===== src/rtl/hp_if.sv =====
// Handshake and status bundle between the HP controller and its neighbours.
// The neighbours are the collision logic, the UART link and the HUD overlay.
interface hp_if;
  logic       game_start;
  logic       hit_us;
  logic [7:0] enemy_hp_in;
  logic       enemy_hp_valid;
  logic       hp_tx_ready;
  logic [7:0] HP_our_state;
  logic [7:0] HP_enemy_state;
  logic [7:0] hp_tx_data;
  logic       hp_tx_valid;
  logic       invuln;
  logic       round_over;

  modport master (
    output game_start, hit_us, enemy_hp_in, enemy_hp_valid, hp_tx_ready,
    input  HP_our_state, HP_enemy_state, hp_tx_data, hp_tx_valid, invuln, round_over
  );

  modport slave (
    input  game_start, hit_us, enemy_hp_in, enemy_hp_valid, hp_tx_ready,
    output HP_our_state, HP_enemy_state, hp_tx_data, hp_tx_valid, invuln, round_over
  );
endinterface


===== src/rtl/hp_controller.sv =====
// Own/enemy HP bookkeeping with a post-hit invulnerability window.
// Our HP is streamed to the link transmitter over valid/ready.
module hp_controller #(
  parameter int HP_MAX        = 200,
  parameter int DMG_HIT       = 20,
  parameter int INVULN_CYCLES = 20_000_000
) (
  input logic clk,
  input logic rst,
  hp_if.slave bus
);
  localparam int               CNT_W    = $clog2(INVULN_CYCLES + 1);
  localparam logic [7:0]       HP_FULL  = 8'(HP_MAX);
  localparam logic [7:0]       DMG      = 8'(DMG_HIT);
  localparam logic [CNT_W-1:0] INV_LOAD = CNT_W'(INVULN_CYCLES);

  typedef enum logic [1:0] {S_IDLE, S_PLAY, S_OVER} state_t;

  state_t           state_q, state_d;
  logic [7:0]       hp_our_q, hp_our_d;
  logic [7:0]       hp_enemy_q, hp_enemy_d;
  logic [CNT_W-1:0] cnt_q, cnt_d, cnt_dec;
  logic             invuln_q, invuln_d;
  logic             tx_pending_q, tx_pending_d;
  logic             tx_valid_q, tx_valid_d;
  logic [7:0]       tx_data_q, tx_data_d;
  logic             round_over_q, round_over_d;
  logic             set_pending;

  always_ff @(posedge clk) begin
    if (rst) begin
      state_q      <= S_IDLE;
      hp_our_q     <= HP_FULL;
      hp_enemy_q   <= HP_FULL;
      cnt_q        <= '0;
      invuln_q     <= 1'b0;
      tx_pending_q <= 1'b0;
      tx_valid_q   <= 1'b0;
      tx_data_q    <= 8'd0;
      round_over_q <= 1'b0;
    end else begin
      state_q      <= state_d;
      hp_our_q     <= hp_our_d;
      hp_enemy_q   <= hp_enemy_d;
      cnt_q        <= cnt_d;
      invuln_q     <= invuln_d;
      tx_pending_q <= tx_pending_d;
      tx_valid_q   <= tx_valid_d;
      tx_data_q    <= tx_data_d;
      round_over_q <= round_over_d;
    end
  end

  always_comb begin
    state_d = state_q;
    if (bus.game_start) begin
      state_d = S_PLAY;
    end else if (state_q == S_PLAY && (hp_our_d == 8'd0 || hp_enemy_d == 8'd0)) begin
      state_d = S_OVER;
    end
  end

  // A hit is accepted once the window would expire on this very edge, so a
  // hit exactly INVULN_CYCLES edges after the previous one still lands.
  always_comb begin
    cnt_dec     = (cnt_q != '0) ? cnt_q - CNT_W'(1) : '0;
    cnt_d       = cnt_dec;
    hp_our_d    = hp_our_q;
    hp_enemy_d  = hp_enemy_q;
    set_pending = 1'b0;
    if (bus.game_start) begin
      hp_our_d    = HP_FULL;
      hp_enemy_d  = HP_FULL;
      cnt_d       = '0;
      set_pending = 1'b1;
    end else if (state_q == S_PLAY) begin
      if (bus.hit_us && cnt_dec == '0) begin
        hp_our_d    = (hp_our_q > DMG) ? hp_our_q - DMG : 8'd0;
        cnt_d       = INV_LOAD;
        set_pending = 1'b1;
      end
      if (bus.enemy_hp_valid) begin
        hp_enemy_d = (bus.enemy_hp_in > HP_FULL) ? HP_FULL : bus.enemy_hp_in;
      end
    end
  end

  always_comb begin
    invuln_d     = (cnt_d != '0);
    round_over_d = (state_d == S_OVER);
    tx_valid_d   = tx_valid_q;
    tx_data_d    = tx_data_q;
    tx_pending_d = tx_pending_q | set_pending;
    if (tx_valid_q && bus.hp_tx_ready) begin
      tx_valid_d = 1'b0;
    end else if (!tx_valid_q && tx_pending_q) begin
      tx_valid_d   = 1'b1;
      tx_data_d    = hp_our_d;
      tx_pending_d = 1'b0;
    end
  end

  assign bus.HP_our_state   = hp_our_q;
  assign bus.HP_enemy_state = hp_enemy_q;
  assign bus.hp_tx_data     = tx_data_q;
  assign bus.hp_tx_valid    = tx_valid_q;
  assign bus.invuln         = invuln_q;
  assign bus.round_over     = round_over_q;
endmodule


===== src/flat_wrapper.sv =====
// flat-port wrapper written by rule: the top's interface ports become plain ports
module hp_controller_flat 
#(
  parameter int HP_MAX        = 200,
  parameter int DMG_HIT       = 20,
  parameter int INVULN_CYCLES = 20_000_000
)
  (clk, rst, bus_game_start, bus_hit_us, bus_enemy_hp_in, bus_enemy_hp_valid, bus_hp_tx_ready, bus_HP_our_state, bus_HP_enemy_state, bus_hp_tx_data, bus_hp_tx_valid, bus_invuln, bus_round_over);
  hp_if bus_i ();
  input logic clk;
  input logic rst;
  input wire logic [$bits(bus_i.game_start)-1:0] bus_game_start;
  input wire logic [$bits(bus_i.hit_us)-1:0] bus_hit_us;
  input wire logic [$bits(bus_i.enemy_hp_in)-1:0] bus_enemy_hp_in;
  input wire logic [$bits(bus_i.enemy_hp_valid)-1:0] bus_enemy_hp_valid;
  input wire logic [$bits(bus_i.hp_tx_ready)-1:0] bus_hp_tx_ready;
  output wire logic [$bits(bus_i.HP_our_state)-1:0] bus_HP_our_state;
  output wire logic [$bits(bus_i.HP_enemy_state)-1:0] bus_HP_enemy_state;
  output wire logic [$bits(bus_i.hp_tx_data)-1:0] bus_hp_tx_data;
  output wire logic [$bits(bus_i.hp_tx_valid)-1:0] bus_hp_tx_valid;
  output wire logic [$bits(bus_i.invuln)-1:0] bus_invuln;
  output wire logic [$bits(bus_i.round_over)-1:0] bus_round_over;
  assign bus_i.game_start = bus_game_start;
  assign bus_i.hit_us = bus_hit_us;
  assign bus_i.enemy_hp_in = bus_enemy_hp_in;
  assign bus_i.enemy_hp_valid = bus_enemy_hp_valid;
  assign bus_i.hp_tx_ready = bus_hp_tx_ready;
  assign bus_HP_our_state = bus_i.HP_our_state;
  assign bus_HP_enemy_state = bus_i.HP_enemy_state;
  assign bus_hp_tx_data = bus_i.hp_tx_data;
  assign bus_hp_tx_valid = bus_i.hp_tx_valid;
  assign bus_invuln = bus_i.invuln;
  assign bus_round_over = bus_i.round_over;
  hp_controller #(.HP_MAX(HP_MAX), .DMG_HIT(DMG_HIT), .INVULN_CYCLES(INVULN_CYCLES)) u_core (.clk(clk), .rst(rst), .bus(bus_i));
endmodule

===== config.mk =====
export PLATFORM = sky130hd
export DESIGN_NAME = hp_controller_flat
export DESIGN_NICKNAME = d
export VERILOG_FILES = /design/src/rtl/hp_if.sv /design/src/rtl/hp_controller.sv /design/src/flat_wrapper.sv
export SDC_FILE = /design/constraint.sdc
export NUM_CORES = 1
export LEC_CHECK = 0
export ABC_CLOCK_PERIOD_IN_PS = 6800
export BUFFER_PORTS_ARGS = -buffer_cell sky130_fd_sc_hd__buf_2
export CORE_MARGIN = 2
export CORE_UTILIZATION = 56
export DETAILED_ROUTE_END_ITERATION = 6
export PLACE_DENSITY = 0.78
export SYNTH_ARGS = -nofsm -noshare
export SYNTH_HDL_FRONTEND = slang
export SYNTH_SLANG_ARGS = --single-unit

===== constraint.sdc =====
create_clock -name clk -period 6.8 [get_ports clk]
set_clock_uncertainty 0.05 [all_clocks]
set_input_delay 0.34 -clock clk [delete_from_list [all_inputs] [get_ports clk]]
set_output_delay 0.34 -clock clk [all_outputs]
set_load 0.01 [all_outputs]

**Yosys cells after proc, flatten, opt, wreduce, memory -nomap -nowiden**

Cells that the tools add are included.

- Register bits after elaboration: 55
- Word-level logic and storage cells: 49

- Muxes and demuxes: 19
- Reductions and logical operators: 13
- $lt $le $gt $ge: 2
- Bitwise gates (word level): 2
- Add/subtract/negate cells: 2
- Equality and inequality tests: 2

Operators by type and width:

| kind | count |
|---|---|
| $mux W25 | 4 |
| $mux W8 | 8 |
| $reduce_bool A25 Y1 | 2 |
| $logic_not A25 Y1 | 1 |
| $sub A25 B1 Y25 const B | 1 |
| $logic_not A8 Y1 | 2 |
| $gt A8 B5 Y1 const B | 1 |
| $gt A8 B8 Y1 const B | 1 |
| $sub A8 B5 Y8 const B | 1 |
| $mux W1 | 5 |
| $logic_and A1 B1 Y1 | 4 |
| $mux W2 | 2 |
| $eq A2 B1 Y1 const B | 1 |
| $eq A2 B2 Y1 const B | 1 |
| $reduce_and A2 Y1 | 1 |
| $reduce_or A2 Y1 | 1 |
| $logic_not A1 Y1 | 1 |
| $logic_or A1 B1 Y1 | 1 |
| $not A1 Y1 | 1 |
| $or A1 B1 Y1 | 1 |

**Depth between registers and ports, before layout**

Gate-level depths: netlist of the first run.

- Word-level depth: 13
- Gate-level depth with buffers: 14

**Worst setup path before layout of the first run**

Ideal clock, no wire load.

- Kind: register to register
- Start: register u_core.cnt_q[0]
- End: register u_core.state_q[0]
- Data arrival time: 3.402 ns
- Required time: 6.636 ns
- Cell stages (with the launch flop): 15
- Slack: 3.234 ns
- Period minus slack after synthesis: 3.566 ns
- Library setup time: 0.114 ns
- Path through: dfxtp_1 -> buf_6 -> inv_1 -> ha_1 -> clkbuf_1 -> or3b_2 -> or3_1 -> a211o_1 -> a211o_1 -> a211oi_1 -> o21a_1 -> a21boi_1 -> nand3b_1 -> or3_1 -> a21o_1

- Longest elaborated chain between the ends: 12
- Elaborated cells on any way between the ends: 13

Ends and longest elaborated chain:

| element | RTL line | source |
|---|---|---|
| from (decl) | hp_controller.sv:22 | `logic [CNT_W-1:0] cnt_q, cnt_d, cnt_dec;` |
| from (signal assigned) | hp_controller.sv:45 | `cnt_q <= cnt_d;` |
| $sub A25 B1 Y25 / $reduce_bool A25 Y1 (equally long branches) | hp_controller.sv:66 | `cnt_dec = (cnt_q != '0) ? cnt_q - CNT_W'(1) : '0;` |
| $mux W25 (*) | hp_controller.sv:66 |  |
| $logic_not A25 Y1 (*) | hp_controller.sv:77 | `if (bus.hit_us && cnt_dec == '0) begin` |
| $logic_and A1 B1 Y1 (*) | hp_controller.sv:77 |  |
| $mux W8 (*) | hp_controller.sv:77 |  |
| $mux W8 (*) | hp_controller.sv:76 | `end else if (state_q == S_PLAY) begin` |
| $mux W8 (*) | hp_controller.sv:71 | `if (bus.game_start) begin` |
| $logic_not A8 Y1 (*) | hp_controller.sv:58 | `end else if (state_q == S_PLAY && (hp_our_d == 8'd0 \|\| hp_enemy_d == 8'd0)) begin` |
| $logic_or A1 B1 Y1 (*) | hp_controller.sv:58 |  |
| $logic_and A1 B1 Y1 (*) | hp_controller.sv:58 |  |
| $mux W2 (*) | hp_controller.sv:58 |  |
| $mux W2 (*) | hp_controller.sv:56 | `if (bus.game_start) begin` |
| to (signal assigned) | hp_controller.sv:42 | `state_q <= state_d;` |
| to (decl) | hp_controller.sv:19 | `state_t state_q, state_d;` |

Mark *: on every way between the ends. The rest lies on a longest branch, timed or not.
A chain may end at the register's enable or synchronous reset.

**Worst setup path in the final report of the first run**

Same ends and word-level chain as after synthesis.

==> results of run 1 <==
==> cell families (layout without fill, tap and decap cells) <==
kind of cell,after synthesis,in the layout,share of synthesized area (%)
simple gates,170,170,30.7
buf+inv,29,57,4.65
flops,55,55,37.9
fa+ha+maj,4,4,1.72
xor+xnor,17,17,5.12
compound gates,80,80,18.9
mux,3,3,1.03
==> layer usage <==
layer,wire [µm],up-vias
met5,0,-
li1,-,1346
met4,103,0
met1,2980,1255
met2,3250,85
met3,323,14
==> flip-flops by register name (all words and copies together), names as in the netlist, 2 cells and up <==
register	flops
u_core.state_q	2
u_core.bus.hp_tx_data	8
u_core.cnt_q	25
u_core.bus.HP_enemy_state	8
u_core.bus.HP_our_state	8
==> worst min-delay path by stage <==
| stage | end | slack (ps) | cells past startpoint |
|---|---|---|---|
| 2_1_floorplan | u_core.bus.HP_enemy_state[6]$_SDFF_PP1_ | 410 | 2 |
| 3_5_place_dp | u_core.bus.hp_tx_data[4]$_SDFFE_PP0P_ | 390 | 2 |
| 5_1_grt | u_core.bus.HP_enemy_state[6]$_SDFF_PP1_ | 230 | 3 |
| 4_1_cts | u_core.bus.hp_tx_valid$_SDFFE_PP0P_ | 230 | 3 |
| 3_3_place_gp | u_core.bus.hp_tx_data[4]$_SDFFE_PP0P_ | 390 | 2 |
| 6_report | u_core.bus.HP_enemy_state[2]$_SDFF_PP0_ | 230 | 3 |
==> power by group through the flow <==
stage	logic (mW)	clock network (mW)	registers, mW
3_5_place_dp	0.940	0	0.478
5_1_grt	1.07	0.200	0.486
4_1_cts	0.950	0.184	0.471
2_1_floorplan	0.806	0	0.450
6_report	0.960	0.181	0.474
3_3_place_gp	0.932	0	0.475
==> area by class of cell <==
class | count | area [µm²] | area share (%)
multi-input combinational | 274 | 1670 | 52.5
sequential | 55 | 1100 | 34.6
timing repair buffer | 40 | 200 | 6.29
tap | 70 | 87.6 | 2.75
clock buffer | 5 | 68.8 | 2.16
inverter | 10 | 37.5 | 1.18
clock inverter | 2 | 16.3 | 0.511
==> critical path: stages (launching register included) <==
cell and delay, ps:
dfxtp_1 390, inv_1 110, ha_1 310, nor3b_2 530, nor2_1 170, o41a_1 360, o2111ai_2 270, nor4_2 90
o21ai_1 840, mux2i_1 290, o211ai_1 130, or3_1 400, a21o_1 170
==> layout by cell type, fill, tap and decap left out, types with 4 or more instances in the layout <==
cell type,synthesis,final
buf_2,0,40
clkbuf_8,0,5
nand2_1,34,34
nand4_1,6,6
a22oi_1,4,4
ha_1,4,4
nor4_1,9,9
nor2_1,51,51
xnor2_1,9,9
nand3b_1,4,4
o21ai_0,6,6
inv_1,10,10
dfxtp_1,55,55
nand3_1,8,8
or2_2,5,5
o31ai_1,4,4
a31oi_1,4,4
xor2_1,8,8
or3_1,8,8
nor3_1,13,13
a21oi_1,29,29
or4_1,6,6
nand2b_1,5,5
==> per-stage QoR <==
step | worst slack (ps) | cell area (µm²)
finish | 2600 | 3180
global placement | 2840 | 3100
floorplan | 3230 | 2910
CTS | 2660 | 3180
global route | 2210 | 3180
detailed placement | 2690 | 3100
==> results.yml, run 1 <==
worst_setup_path:
  reg2reg_slack_ps: 2600
  r2r-start: "u_core.cnt_q[0]$_SDFF_PP0_"
  crit_path_end: "u_core.state_q[0]$_SDFF_PP0_"
  path_class: "register to register"
  worst-path-max-fanout: 15
  arrival_ps: 4360
  reg2reg_to: "u_core.state_q[0]$_SDFF_PP0_"
  crit_required_ps: 6960
  setup.worst_path.start: "u_core.cnt_q[0]$_SDFF_PP0_"
  worstSetupStartpointType: "register"
  reg2reg_depth: 12
  crit_path_end_kind: "register"
clock_network:
  cts_buffers: 5
  clk_pin_slew_ps: 100
  clk_path_buf_depth: 2
  cts_tree: "yes"
  numClockSinks: 55
  cts_hold_buf: 0
  cts_setup_buffers: 0
  cts_resized: 0
  worst_skew_pair.late_latency_ps: 300
  cts_max_level: 2
  cts_root_buf: "clkbuf_8"
route:
  ant_nets: 0
  num_vias: 2700
  drt-pass1-iter-count: 4
  remaining_drc_errors: 0
  drt-initial-drc-count: 192
  wirelength_mm: 6.66
  via_per_inst: 5.92
  wl_per_cell_um: 14.6
global_route:
  antenna_found_initial: 0
  grt_usage_pct: 23.5
  use_met3_pct: 4.15
  use_met1_pct: 30.2
  grt_use_met2_pct: 40.4
  busiest_layer: "met2"
  grt_pass1_vias: 2503
  overflow: 0
  grt_max_degree: 19
  grt_first_pass_wirelength_mm: 11.4
synthesis:
  ys_ff_latch: 55
  syn-num-nets: 376
  yosys.area.top_type: "dfxtp_1"
  postSynth.asyncResetShare_pct: 0
  yosys-top-cells-area: "dfxtp_1 38%, nor2_1 6.6%, a21oi_1 5.0%, nand2_1 4.4%, xnor2_1 2.7%"
  synth_edf_count: 0
  yosysWarnings: 0
  yosys.cell_count.top_type: "dfxtp_1"
  synth.distinct_cells: 58
  ys.flop_type: "dfxtp_1"
  syn_area_um2: 2910
  synth_commonest_cells: "55 x dfxtp_1, 51 x nor2_1, 34 x nand2_1"
  synth_cells: 358
  synth_top_area_share_pct: 37.9
  yosysSeqAreaShare_pct: 37.9
  avgSynthCellArea_um2: 8.12
pwr:
  report.power.total_mw: 1.62
  seqPwrFrac_pct: 29.3
  p_switching_mw: 0.779
  p_leak_nw: 1.35
  intPower_mw: 0.836
  p_comb_share_pct: 59.5
  power.density_nw_per_um2: 507
  p_clk_share_pct: 11.2
  swShare_pct: 48.3
  ir_drop_uv: 258
die:
  pin_count: 41
  start_util_pct: 57.3
  dieArea_um2: 5790
  core_area_um2: 5070
  rows: 26
  die_y_um: 76.1
  die_w_um: 76.1
sta:
  slew_headroom_pct: 27.8
  fmax_ghz: 0.238
  hold_viol_final: 0
  timing.setup.tns_ps: 0
  layout_min_cycle_time_ps: 4200
  rsz0062_at_grt: "no"
  holdWs_ps: 234
  slew_viol_final: 0
  setup_viol: 0
  worstMarginPinSlew_ps: 1080
  finalCritPeriodShare_pct: 61.8
final_layout:
  utilization_pct: 62.7
  area_growth_pct: 9.47
  fin_cells: 456
  antenna_cells: 0
  nNetsFinal: 404
  drive_above_1_share_pct: 16.6
  nFillCells: 465
job:
  drv_cap: 0
worst_hold_path:
  min_path_type: "input pin to register"
  hp-start: "bus_enemy_hp_in[2]"
placement:
  dp_hpwl_mm: 4.99
  gp_congestion: 0.949
  portBuffers: 40
  dp_cells: 449
outcome:
  outcome: "finished clean"
Note: power is estimated with default switching activity, not from simulation.
==> run 2, diff against run 1 <==
--- a/config.mk
+++ b/config.mk
@@ -5,12 +5,13 @@
 export SDC_FILE = /design/constraint.sdc
 export NUM_CORES = 1
 export LEC_CHECK = 0
-export ABC_CLOCK_PERIOD_IN_PS = 6800
+export ABC_AREA = 1
+export ABC_CLOCK_PERIOD_IN_PS = 3450
 export BUFFER_PORTS_ARGS = -buffer_cell sky130_fd_sc_hd__buf_2
 export CORE_MARGIN = 2
-export CORE_UTILIZATION = 56
+export CORE_UTILIZATION = 53
 export DETAILED_ROUTE_END_ITERATION = 6
-export PLACE_DENSITY = 0.78
+export PLACE_DENSITY = 0.77
 export SYNTH_ARGS = -nofsm -noshare
 export SYNTH_HDL_FRONTEND = slang
 export SYNTH_SLANG_ARGS = --single-unit
==> constraint.sdc (replaced) <==
create_clock -name clk -period 3.45 [get_ports clk]
set_clock_uncertainty 0.05 [all_clocks]
set_input_delay 0.1725 -clock clk [delete_from_list [all_inputs] [get_ports clk]]
set_output_delay 0.1725 -clock clk [all_outputs]
set_load 0.01 [all_outputs]
==> run 2 against run 1 <==
Against the previous run: cell count rose by 41%; first-iteration DRC count rose by 57%; synthesized cell count rose by 47%; critical path depth rose by 12; hold slack got worse by 200 ps.
==> results.yml, run 2 <==
outcome:
  outcome: "finished clean"
route:
  drt-initial-drc-count: 301
  via_per_inst: 5.55
  num_vias: 3571
  wl_per_cell_um: 14.4
  ant_nets: 0
  wirelength_mm: 9.27
  drt-pass1-iter-count: 5
  remaining_drc_errors: 0
final_layout:
  nFillCells: 558
  area_growth_pct: 12.7
  layout_commonest_cell: "nand2_1"
  final_cell_mix: "131 x nand2_1, 82 x nor2_1, 74 x inv_1, 56 x nand3_1, 55 x dfxtp_1"
  nNetsFinal: 585
  fin_cells: 643
  top_register: "u_core.cnt_q"
  antenna_cells: 0
  largest_reg_flops: 25
  drive_above_1_share_pct: 15.8
clock_network:
  clk_path_buf_depth: 2
  cts_buffers: 5
  cts_max_level: 2
  cts_root_buf: "clkbuf_8"
  cts_setup_buffers: 0
  cts_tree: "yes"
  clk_pin_slew_ps: 100
  numClockSinks: 55
  worst_skew_pair.late_latency_ps: 330
worst_setup_path:
  worst-path-max-fanout: 14
  arrival_ps: 3420
  crit_required_ps: 3660
  crit_path_end_kind: "register"
  worstSetupStartpointType: "register"
  path_class: "register to register"
job:
  drv_cap: 0
synthesis:
  synth_cells: 525
  ys.flop_type: "dfxtp_1"
  yosys.area.top_type: "dfxtp_1"
  yosys-top-cells-area: "dfxtp_1 33%, nand2_1 15%, nor2_1 9.4%, nand3_1 8.7%, inv_1 8.3%"
  postSynth.asyncResetShare_pct: 0
  yosysSeqAreaShare_pct: 33.1
  ys_ff_latch: 55
  synth_commonest_cells: "133 x nand2_1, 83 x nor2_1, 74 x inv_1"
  yosysWarnings: 0
  synth_edf_count: 0
  synth.distinct_cells: 39
  synth_top_area_share_pct: 33.1
  syn-num-nets: 543
  yosys.cell_count.top_type: "nand2_1"
  syn_area_um2: 3330
  avgSynthCellArea_um2: 6.34
global_route:
  use_met3_pct: 4.97
  overflow: 0
  grt_max_degree: 29
  grt_first_pass_wirelength_mm: 14.7
  grt_pass1_vias: 3143
  use_met1_pct: 32.7
  busiest_layer: "met2"
  grt_use_met2_pct: 42.7
  antenna_found_initial: 0
  grt_usage_pct: 25.6
worst_hold_path:
  min_path_type: "input pin to register"
die:
  die_w_um: 83.2
  dieArea_um2: 6930
  rows: 28
  die_y_um: 83.2
  start_util_pct: 55.6
  pin_count: 41
  core_area_um2: 5990
placement:
  portBuffers: 40
  gp_congestion: 0.957
  dp_cells: 632
  dp_hpwl_mm: 6.80
sta:
  slew_viol_final: 0
  hold_viol_final: 0
  finalCritPeriodShare_pct: 92.8
  worstMarginPinSlew_ps: 832
  setup_viol: 0
  holdWs_ps: 30.4
  layout_min_cycle_time_ps: 3200
  fmax_ghz: 0.312
  slew_headroom_pct: 44.5
## run 2: cell families (layout without fill, tap and decap cells)
group,count (synthesis),after routing,share of synthesized area (%)
AND/OR/NAND/NOR,327,329,45.8
buffers and inverters,89,130,10.6
flip-flops,55,55,33.1
AO/OA/AOI/OAI,48,48,8.53
adder cells (fa/ha/maj),4,4,1.50
XOR/XNOR,2,2,0.526
## run 2: metrics by stage
step	instance area [µm²]	TNS, ps	util [%]	setup slack (ps)
6_report	3750	0	62.6	247
4_1_cts	3690	0	61.7	154
3_3_place_gp	3580	0	59.8	259
5_1_grt	3750	-8.76	62.6	-4.52
3_5_place_dp	3580	0	59.8	185
2_1_floorplan	3330	0	-	908
## run 2: final cells by class
class	instances	area (µm²)	area share [%]
Clock buffer	6	82.6	2.20
Clock inverter	2	20.0	0.534
Inverter	79	297	7.91
Multi-Input combinational cell	383	1930	51.5
Sequential cell	55	1100	29.4
Tap cell	75	93.8	2.50
Timing Repair Buffer	43	225	6.01
## run 2: path summary, 6_finish.rpt
path | from | end | depth (start not counted) | slack [ps]
setup / recovery | u_core.cnt_q[0]$_SDFF_PP0_ | u_core.bus.round_over$_SDFF_PP0_ | 24 | 250
hold / removal | bus_enemy_hp_in[7] | u_core.bus.HP_enemy_state[7]$_SDFF_PP1_ | 3 | 30
setup reg to reg | u_core.cnt_q[0]$_SDFF_PP0_ | u_core.bus.round_over$_SDFF_PP0_ | 24 | 250
hold reg to reg | u_core.bus.hp_tx_data[6]$_SDFFE_PP0P_ | u_core.bus.hp_tx_data[6]$_SDFFE_PP0P_ | 2 | 440
## run 2: critical path: stages, from the launching register on
cell and delay, ps:
dfxtp_1 310, inv_1 160, ha_1 180, inv_1 40
nor2_1 90, nand2_1 90, nor2_4 220, nand3_4 240
nand3_1 160, nand2_1 110, nor2_2 150, nand3_1 130
nor2_4 180, nand2_2 200, nand2_2 110, inv_2 40
nor2_4 110, nand2_1 60, nor2_1 100, nand2_1 60
nand2_1 50, nand2_1 60, nand2_1 90, inv_1 50
nor2_1 100
## run 2: repair_timing
action                                 CTS  global route
hold buffers                             1             0
gates resized for setup                  0             9
endpoints found under the hold margin    1             0
setup endpoints to repair                0             4
## run 2: per-layer routing
layer  wire length (µm)  vias to the layer above  share of wire [%]
li1                   -                     1771                  -
met1               3980                     1607                 43
met2               4300                      164                 46
met3                745                       29                8.0
met4                243                        0                2.6
met5                  0                        -                  0
Power of run 2 is not shown: default switching activity piles up to over one toggle a cycle in this logic, so the estimate is an artifact.
